## src/rtl/inst_fetch.sv

```systemverilog
// Instruction-fetch front end: imem req/ack, small fetch queue, redirect flush/drop handling.
// Optional INST_FETCH_STAT_EN macro adds saturating stat_fetched/stat_dropped counters.
module inst_fetch #(
  parameter logic [31:0] RESET_PC    = 32'h0000_0000,
  parameter int          QUEUE_DEPTH = 2
) (
  input  logic                         clk,
  input  logic                         rst_n,
  input  logic                         en,
  input  logic                         redirect,
  input  logic [31:0]                  redirect_pc,
  output logic                         imem_req,
  output logic [31:0]                  imem_addr,
  input  logic                         imem_ack,
  input  logic [31:0]                  imem_rdata,
  output logic                         id_valid,
  input  logic                         id_ready,
  output logic [31:0]                  id_inst,
  output logic [31:0]                  id_pc,
  output logic [31:0]                  id_pc_next,
  output logic [$clog2(QUEUE_DEPTH):0] q_count
`ifdef INST_FETCH_STAT_EN
  ,
  output logic [31:0]                  stat_fetched,
  output logic [31:0]                  stat_dropped
`endif
);

  localparam int AW = $clog2(QUEUE_DEPTH);
  localparam logic [AW:0] DEPTH_C = (AW+1)'(QUEUE_DEPTH);

  typedef enum logic [1:0] {IDLE, WAIT, DROP} state_t;

  state_t          state_reg;
  logic [31:0]     fetch_pc_reg;
  logic            req_reg;
  logic [31:0]     addr_reg;
  logic [AW-1:0]   head_reg;
  logic [AW-1:0]   tail_reg;
  logic [AW:0]     count_reg;

  logic            push;
  logic            pop;
  logic [AW:0]     count_after;
  logic [31:0]     pc_plus4;
  logic [31:0]     redirect_target;
  logic            issue_idle;
  logic            issue_wait;
  logic            unused_bits;

  logic [QUEUE_DEPTH-1:0][31:0] q_pc;
  logic [QUEUE_DEPTH-1:0][31:0] q_inst;

  assign unused_bits     = ^redirect_pc[1:0];
  assign redirect_target = {redirect_pc[31:2], 2'b00};
  assign pc_plus4        = fetch_pc_reg + 32'd4;

  // A redirect suppresses both the push and the pop: the flush wins.
  assign id_valid    = (count_reg != '0) && en;
  assign push        = (state_reg == WAIT) && imem_ack && !redirect;
  assign pop         = id_valid && id_ready && !redirect;
  assign count_after = count_reg + (AW+1)'(push) - (AW+1)'(pop);

  // Only one request is ever outstanding, so issuing against the post-push count
  // (or the idle count) guarantees the returning word always has a slot.
  assign issue_idle  = en && !redirect && (count_reg < DEPTH_C);
  assign issue_wait  = en && !redirect && (count_after < DEPTH_C);

  assign imem_req    = req_reg;
  assign imem_addr   = addr_reg;
  assign q_count     = count_reg;
  assign id_pc       = q_pc[head_reg];
  assign id_inst     = q_inst[head_reg];
  assign id_pc_next  = id_pc + 32'd4;

  for (genvar gi = 0; gi < QUEUE_DEPTH; gi++) begin : g_entry
    logic [31:0] pc_reg;
    logic [31:0] inst_reg;

    always_ff @(posedge clk or negedge rst_n) begin
      if (!rst_n) begin
        pc_reg   <= '0;
        inst_reg <= '0;
      end else if (push && (tail_reg == AW'(gi))) begin
        pc_reg   <= fetch_pc_reg;
        inst_reg <= imem_rdata;
      end
    end

    assign q_pc[gi]   = pc_reg;
    assign q_inst[gi] = inst_reg;
  end

  always_ff @(posedge clk or negedge rst_n) begin
    if (!rst_n) begin
      state_reg    <= IDLE;
      fetch_pc_reg <= RESET_PC;
      req_reg      <= 1'b0;
      addr_reg     <= RESET_PC;
      head_reg     <= '0;
      tail_reg     <= '0;
      count_reg    <= '0;
    end else begin
      if (redirect) begin
        head_reg  <= '0;
        tail_reg  <= '0;
        count_reg <= '0;
      end else begin
        if (push) tail_reg <= tail_reg + 1'b1;
        if (pop)  head_reg <= head_reg + 1'b1;
        count_reg <= count_after;
      end

      case (state_reg)
        IDLE: begin
          if (redirect) begin
            fetch_pc_reg <= redirect_target;
          end else if (issue_idle) begin
            state_reg <= WAIT;
            req_reg   <= 1'b1;
            addr_reg  <= fetch_pc_reg;
          end
        end
        WAIT: begin
          if (redirect) begin
            fetch_pc_reg <= redirect_target;
            if (imem_ack) begin
              state_reg <= IDLE;
              req_reg   <= 1'b0;
            end else begin
              // Keep the old request on the bus until memory answers it.
              state_reg <= DROP;
            end
          end else if (imem_ack) begin
            fetch_pc_reg <= pc_plus4;
            if (issue_wait) begin
              addr_reg <= pc_plus4;
            end else begin
              state_reg <= IDLE;
              req_reg   <= 1'b0;
            end
          end
        end
        DROP: begin
          if (redirect) fetch_pc_reg <= redirect_target;
          if (imem_ack) begin
            state_reg <= IDLE;
            req_reg   <= 1'b0;
          end
        end
        default: begin
          state_reg <= IDLE;
          req_reg   <= 1'b0;
        end
      endcase
    end
  end

`ifdef INST_FETCH_STAT_EN
  logic        drop_ack;
  logic [32:0] fetched_sum;
  logic [32:0] dropped_sum;

  // Dropped = stale/discarded acks plus whatever a redirect flushes out of the queue.
  assign drop_ack    = imem_ack && (((state_reg == WAIT) && redirect) || (state_reg == DROP));
  assign fetched_sum = {1'b0, stat_fetched} + 33'(push);
  assign dropped_sum = {1'b0, stat_dropped} + 33'(drop_ack) + (redirect ? 33'(count_reg) : 33'd0);

  always_ff @(posedge clk or negedge rst_n) begin
    if (!rst_n) begin
      stat_fetched <= '0;
      stat_dropped <= '0;
    end else begin
      stat_fetched <= fetched_sum[32] ? 32'hFFFF_FFFF : fetched_sum[31:0];
      stat_dropped <= dropped_sum[32] ? 32'hFFFF_FFFF : dropped_sum[31:0];
    end
  end
`endif

endmodule

```

## config.mk

```make
export PLATFORM = sky130hd
export DESIGN_NAME = inst_fetch
export DESIGN_NICKNAME = d
export VERILOG_FILES = /design/src/rtl/inst_fetch.sv
export SDC_FILE = /design/constraint.sdc
export NUM_CORES = 1
export LEC_CHECK = 0
export BUFFER_PORTS_ARGS = -buffer_cell sky130_fd_sc_hd__clkbuf_2
export CORE_ASPECT_RATIO = 0.7
export CORE_UTILIZATION = 35
export CTS_CLUSTER_SIZE = 24
export DETAILED_ROUTE_END_ITERATION = 8
export SYNTH_ARGS = -nofsm -noshare
export SYNTH_HDL_FRONTEND = slang
export SYNTH_SLANG_ARGS = --single-unit
```

## constraint.sdc

```tcl
create_clock -name clk -period 4.4 [get_ports clk]
set_input_delay 1.32 -clock clk [delete_from_list [all_inputs] [get_ports clk]]
set_output_delay 1.32 -clock clk [all_outputs]
set_load 0.1 [all_outputs]
```

==> summary.txt, run 1 <==
Main combinational cell family by area after synthesis -> multiplexers
Slowest stage delay, CP -> 0.60 ns
Hold crit path type -> reg2reg
DP Wirelength -> 18700 um
Family with the most delay on the worst path -> simple AND/OR/NAND/NOR gates
Post-synthesis sequential area ratio -> 47.7%
Register bit total from synthesis -> 191
Vias -> 7599
Relative slew slack -> 39.5%
Crit path max fanout -> 16
Max-cap viol count -> 0
Status -> completed
Cts hold-fix bufs -> 0
Die Area -> 29300 um2
Clock latency on the worst-skew pair -> 0.44 ns
Critical Path Start Type -> register
Core area -> 27900 um2
CTS tree -> built
Worst Hold Slack -> 0.503 ns
Root buf cell -> clkbuf_16
Iteration-0 DRC Markers -> 500
Final nets -> 1148
Setup crit end kind -> output pin
Fraction of registers with async set/reset -> 100%
Max reg flops -> 64
Number of diodes -> 0
Clock slew at reported path FFs -> 0.07 ns
RSZ-0062 raised after global routing -> false
Layout Area Growth over Synthesis -> 27.0%
Pre-antenna DRT Iters -> 5
Placed cell area -> 12100 um2
# IOs -> 202
Main flop type after synthesis -> dfrtp_1
Syn_area_per_cell -> 11.1 um2
Clock tree buffer depth -> 2
Critical path, cell by cell -> buf_6 > nand4b_1 > a21boi_4 > nand4_4 > nor4_2 > xor2_2 > buf_12
Mapped cell area -> 10000 um2
DRC violations left -> 0
GRT Total Usage -> 18.4%
Synth Area in Adders -> 0.500%
Critical path required time -> 3.08 ns
Yosys cell types -> 61
GRT overflow -> 0
Synth Area in XOR/XNOR -> 5.21%
H-tree lvl count -> 4
Compound-Gate Fraction of Synth Area -> 8.61%
Final Hold Fails -> 0
Routed Antenna Nets -> 0
Clock Skew -> 0.0121 ns
Layout cells sized above 1 -> 44.6%
Worst Max-Slew Pin Slew -> 0.908 ns
Slew Limit Fails -> 0
Number of port buffers -> 193
CP Buf/Inv Count -> 2
Initial core utilization -> 35.8%
Global-route wire length before repair -> 41700 um
Die width -> 204 um
CTS sink count -> 191
Post-Synthesis Cells -> 905
Post-synth EDFFs -> 0
Via density -> 5.21
Post-synthesis mux area share -> 20.9%
Vias in the first global route -> 7305
WL/cell -> 18.0 um
Synth Area in Simple Gates -> 12.7%
Final setup violation count -> 0
Initial antenna violation count -> 0
Chip height -> 144 um
Critical path type -> reg2out
Gpl congestion -> 0.860
CTS Buf Count -> 17
Worst EP arrival -> 2.91 ns
Synth warn -> 0
WL final -> 26200 um
Post-layout minimum cycle time -> 4.23 ns
Number of cell rows -> 51
Slowest-stage cell, CP -> dfrtp_4
Final period utilization -> 96.2%
Fmax -> 0.236 GHz
Non-Filler Cell Area, Final -> 12700 um2
Largest net degree at the start of global routing -> 109
[synth_stat cells (all sizes together), types with 2 or more instances]
cell type / n / area [um2]
clkbuf: 36 / 135
o22ai: 12 / 75.1
a211oi: 2 / 40.0
mux2: 174 / 1960
mux2i: 13 / 130
nand4b: 5 / 58.8
and2: 3 / 18.8
and3: 8 / 50.1
a2bb2oi: 10 / 87.6
nand3: 32 / 160
nor3: 13 / 75.1
or2: 3 / 18.8
xnor2: 31 / 272
nand2b: 4 / 25.0
a21oi: 63 / 315
a22oi: 4 / 35.0
a31oi: 5 / 31.3
a311oi: 2 / 17.5
buf: 37 / 229
inv: 19 / 71.3
o21ai: 18 / 90.1
xor2: 26 / 228
nor2b: 6 / 37.5
nor4b: 2 / 30.0
nand4: 26 / 190
nor2: 73 / 274
o22a: 6 / 52.6
and4: 2 / 17.5
nand2: 49 / 184
dfrtp: 191 / 4780
nor4: 9 / 103
ha: 4 / 50.1
[kinds of logic after synthesis]
group | after synthesis
compound gates | 135
mux | 187
flops | 191
fa+ha+maj | 4
other cells | 1
xor+xnor | 58
simple gates | 237
buf+inv | 92
[stage by stage]
step	TNS [ns]	std cells	utilization, %	setup WS [ns]
6_report	0	1458	45.5	0.166
3_3_place_gp	0	1423	43.2	0.346
5_1_grt	0	1458	45.5	0.0117
3_5_place_dp	0	1423	43.2	0.307
2_1_floorplan	-10.92	910	-	-0.894
4_1_cts	0	1456	45.4	0.0294
[cell usage in the layout (no fill, tap or decap), types with 20 or more instances in the layout]
| cell | n |
|---|---|
| mux2_2 | 174 |
| dfrtp_1 | 190 |
| buf_4 | 20 |
| nand2_1 | 48 |
| nor2_1 | 69 |
| nand4_1 | 23 |
| xor2_1 | 21 |
| buf_12 | 28 |
| clkbuf_2 | 167 |
| a21oi_1 | 62 |
| nand3_1 | 32 |
[cell type report]
| cell class | instances | area, um2 |
|---|---|---|
| inverters | 19 | 75.1 |
| repair buffers | 218 | 1580 |
| fillers | 2651 | 15200 |
| flip-flops and latches | 191 | 4780 |
| clock inverters | 15 | 163 |
| well taps | 371 | 464 |
| multi-input cells | 627 | 5230 |
| clock buffers | 17 | 425 |
[timing repair]
item	in CTS	in global routing
buffers inserted	1	2
pin swaps	0	5
endpoints found under the setup margin	5	5
resized for setup	3	1
[layer usage]
| layer | up-vias | track usage (%) | wire length (um) |
|---|---|---|---|
| li1 | 3548 | - | - |
| met1 | 3810 | 27.0 | 12600 |
| met2 | 224 | 26.7 | 11500 |
| met3 | 17 | 4.85 | 1830 |
| met4 | 0 | 4.44 | 235 |
| met5 | - | 0 | 0 |
[path summary, 6_finish.rpt]
| check | startpoint | cells after the start | endpoint | slack [ns] |
|---|---|---|---|---|
| max in group asynchronous | rst_n | 2 | g_entry[1].inst_reg[8] | 2.52 |
| worst max register to register | state_reg[0] | 13 | imem_addr[24] | 1.33 |
| worst min-delay path | g_entry[1].inst_reg[31] | 1 | g_entry[1].inst_reg[31] | 0.50 |
| min in group asynchronous | rst_n | 1 | g_entry[0].inst_reg[20] | 0.96 |
| worst max-delay path | head_reg | 7 | id_pc_next[31] | 0.17 |
| worst min register to register | g_entry[1].inst_reg[31] | 1 | g_entry[1].inst_reg[31] | 0.50 |
Power of run 1 is not shown: default switching activity piles up to over one toggle a cycle in this logic, so the estimate is an artifact.
==> inputs of run 2 (changes only) <==
Settings changed: CORE_UTILIZATION 35 to 40.
==> summary.txt, run 2 (synthesis gave the netlist of run 1 again) <==
Clock latency on the worst-skew pair -> 0.43 ns
Clock tree buffer depth -> 2
Via density -> 5.33
DRC violations left -> 0
Iteration-0 DRC Markers -> 539
Core area -> 24600 um2
Clock Skew -> 0.0105 ns
Number of port buffers -> 193
Setup crit end kind -> output pin
Max-cap viol count -> 0
CTS tree -> built
DP Wirelength -> 18400 um
CTS Buf Count -> 17
Die width -> 191 um
Vias -> 7521
Setup TNS -> 0 ns
Layout cells sized above 1 -> 44.2%
Critical path type -> reg2out
Status -> completed
WL final -> 26200 um
Die Area -> 25700 um2
H-tree lvl count -> 4
Critical path required time -> 3.08 ns
Chip height -> 134 um
Post-layout minimum cycle time -> 4.26 ns
# IOs -> 202
GRT overflow -> 0
Number of diodes -> 0
Final period utilization -> 96.8%
Pre-antenna DRT Iters -> 5
Number of cell rows -> 48
Routed Antenna Nets -> 0
GRT Total Usage -> 21.0%
Worst EP arrival -> 2.94 ns
RSZ-0062 raised after global routing -> false
Most common cell after layout, fill and taps aside -> dfrtp_1
Fmax -> 0.235 GHz
Relative slew slack -> 31.8%
Final nets -> 1146
Vias in the first global route -> 7096
CTS sink count -> 191
Root buf cell -> clkbuf_16
Critical Path Start Type -> register
Final Hold Fails -> 0
Cts hold-fix bufs -> 0
Max reg flops -> 64
Hold crit path type -> reg2reg
Final setup violation count -> 0
Gpl congestion -> 0.846
Largest net degree at the start of global routing -> 90
Initial antenna violation count -> 0
Global-route wire length before repair -> 41300 um
Post-Layout Cell Count -> 1410
Layout Area Growth over Synthesis -> 25.6%
Clock slew at reported path FFs -> 0.07 ns
WL/cell -> 18.6 um
Placed Cells -> 1375
Most frequent cells in the layout -> dfrtp_1 (190), mux2_2 (174), clkbuf_2 (171), nor2_1 (69), a21oi_1 (62)
Slew Limit Fails -> 0
Initial core utilization -> 40.7%
Worst Max-Slew Pin Slew -> 1.02 ns
Crit path max fanout -> 16
[run 2: cell type report]
class                      instances  area, um2
timing repair buffer             216       1510
fill                            2250      12000
clock inverter                    10        110
multi-input combinational        627       5230
tap                              325        407
clock buffer                      22        464
sequential                       191       4780
inverter                          19       75.1
[run 2: timing repair]
item,4_1_cts,5_1_grt
setup endpoints to repair,3,7
pin swaps,2,2
gates resized for setup,3,1
buffers inserted,0,3
[run 2: worst paths after layout]
path,start,to,slack (ns),depth (start not counted)
hold reg to reg,g_entry[1].inst_reg[13],g_entry[1].inst_reg[13],0.50,1
min in group asynchronous,rst_n,g_entry[0].inst_reg[25],0.94,1
max in group asynchronous,rst_n,imem_addr[23],2.62,2
setup / recovery,head_reg,id_pc_next[26],0.14,10
setup reg to reg,state_reg[0],imem_addr[19],1.21,13
hold / removal,g_entry[1].inst_reg[13],g_entry[1].inst_reg[13],0.50,1
[run 2: per-stage QoR]
stage | util, % | setup WS [ns] | hold slack, ns | instance area (um2)
2_1_floorplan | - | -0.894 | 0.474 | 10400
3_3_place_gp | 48.5 | 0.361 | 0.481 | 11900
3_5_place_dp | 48.5 | 0.373 | 0.487 | 11900
4_1_cts | 50.9 | 0.00465 | 0.506 | 12500
5_1_grt | 51.1 | 0.00679 | 0.513 | 12600
6_report | 51.1 | 0.141 | 0.500 | 12600
[run 2: routing by layer]
layer | GRT usage, % | vias up | share of wire, % | wire (um)
met1 | 34.5 | 3742 | 53 | 13900
met4 | 4.98 | 0 | 0.93 | 243
met5 | 0 | - | 0 | 0
li1 | - | 3532 | - | -
met3 | 4.26 | 16 | 6.0 | 1570
met2 | 27.3 | 231 | 40 | 10400
[run 2: critical path, cell delays in order (launching register included)]
cell	delay, ns
dfrtp_4	0.60
mux2i_4	0.24
clkinvlp_4	0.10
ha_4	0.15
inv_2	0.04
a211oi_4	0.32
nand4_4	0.22
buf_4	0.22
nor2_2	0.22
xor2_4	0.18
buf_12	0.19
Power of run 2 is left out for the same reason.
==> inputs of run 3 (changes only) <==
Settings changed: PLACE_DENSITY from default to 0.7.
==> summary.txt, run 3 (synthesis gave the netlist of run 1 again) <==
Post-Layout Cell Count -> 1404
Chip height -> 134 um
Worst EP arrival -> 2.98 ns
Number of port buffers -> 193
H-tree lvl count -> 4
Hold crit path type -> reg2reg
# IOs -> 202
Final nets -> 1140
DP Wirelength -> 18000 um
Status -> completed
Setup crit end kind -> output pin
Reg-to-reg startpoint -> state_reg[0]
RSZ-0062 raised after global routing -> false
CTS tree -> built
CP startpoint -> head_reg
Clock Skew -> 0.0108 ns
Max reg flops -> 64
Vias -> 7484
FF/Latch Area -> 4780 um2
Via density -> 5.33
Cts hold-fix bufs -> 0
Fmax -> 0.233 GHz
WL final -> 25400 um
Max-cap viol count -> 0
Critical path type -> reg2out
Crit path max fanout -> 15
Most frequent cells in the layout -> dfrtp_1 (190), mux2_2 (174), clkbuf_2 (168), nor2_1 (69), a21oi_1 (62)
WL/cell -> 18.1 um
CTS sink count -> 191
Root buf cell -> clkbuf_16
Number of cell rows -> 48
Relative slew slack -> 29.4%
Fillers -> 2217
Setup TNS -> 0 ns
Post-layout minimum cycle time -> 4.30 ns
Pre-antenna DRT Iters -> 5
Layout Area Growth over Synthesis -> 25.7%
Initial core utilization -> 40.7%
Worst Max-Slew Pin Slew -> 1.06 ns
Initial antenna violation count -> 0
Largest net degree at the start of global routing -> 75
Final setup violation count -> 0
Vias in the first global route -> 7131
Slew Limit Fails -> 0
Area occupied by multi-input gates -> 5230 um2
Die width -> 191 um
GRT overflow -> 0
Clock tree buffer depth -> 2
CTS Buf Count -> 17
Final period utilization -> 97.7%
GRT Total Usage -> 20.2%
Layout cells sized above 1 -> 43.8%
Routed Antenna Nets -> 0
Min-delay src -> g_entry[1].inst_reg[7]
Iteration-0 DRC Markers -> 456
Core area -> 24600 um2
Global-route wire length before repair -> 40100 um
Final Hold Fails -> 0
Critical path required time -> 3.08 ns
Clock slew at reported path FFs -> 0.07 ns
Critical Path Start Type -> register
Number of diodes -> 0
Gpl congestion -> 0.854
Placed Cells -> 1371
Die Area -> 25700 um2
Most common cell after layout, fill and taps aside -> dfrtp_1
Clock latency on the worst-skew pair -> 0.44 ns
DRC violations left -> 0
## run 3: critical path: stages (launching register included)
cell and delay [ns]:
dfrtp_4 0.60, mux2i_4 0.25, clkinvlp_4 0.10, ha_4 0.15
inv_2 0.05, a211oi_4 0.30, nand4_4 0.27, nor4b_4 0.45
xnor2_4 0.17, buf_12 0.19
## run 3: area by class of cell
class / instances / share of cell area [%]
clock buffers: 23 / 3.72
clock inverters: 9 / 1.06
inverters: 19 / 0.596
multi-input cells: 627 / 41.5
flip-flops and latches: 191 / 38.0
well taps: 325 / 3.23
repair buffers: 210 / 11.9
## run 3: what timing repair did
action                                  CTS  global route
setup buffers                             0             1
pin swaps                                 0             1
resized for setup                         0             4
hold endpoints to repair                  0             0
endpoints found under the setup margin    2             4
## run 3: metal layers
layer | global-route usage [%] | wire [um] | part of all wire (%) | up-vias
li1 | - | - | - | 3522
met1 | 30.0 | 12300 | 48 | 3704
met2 | 28.1 | 10800 | 42 | 245
met3 | 6.83 | 2150 | 8.4 | 13
met4 | 4.37 | 187 | 0.74 | 0
met5 | 0 | 0 | 0 | -
## run 3: stage by stage
| stage | worst slack (ns) | hold WS [ns] | instance area [um2] | util, % |
|---|---|---|---|---|
| after floorplan | -0.894 | 0.474 | 10400 | - |
| after global placement | 0.463 | 0.481 | 11900 | 48.5 |
| after detailed placement | 0.408 | 0.488 | 11900 | 48.5 |
| after CTS | -0.0750 | 0.503 | 12500 | 51.0 |
| after global routing | 0.00293 | 0.516 | 12600 | 51.1 |
| final | 0.100 | 0.501 | 12600 | 51.1 |
## run 3: final timing paths
| check | to | slack (ns) | cells after the start |
|---|---|---|---|
| hold reg to reg | g_entry[1].inst_reg[7] | 0.50 | 1 |
| setup reg to reg | imem_addr[25] | 1.33 | 13 |
| min in group asynchronous | imem_addr[8] | 0.89 | 1 |
| max in group asynchronous | imem_addr[29] | 2.59 | 2 |
| setup / recovery | id_pc_next[30] | 0.10 | 9 |
| hold / removal | g_entry[1].inst_reg[7] | 0.50 | 1 |
Power of run 3 is left out for the same reason.
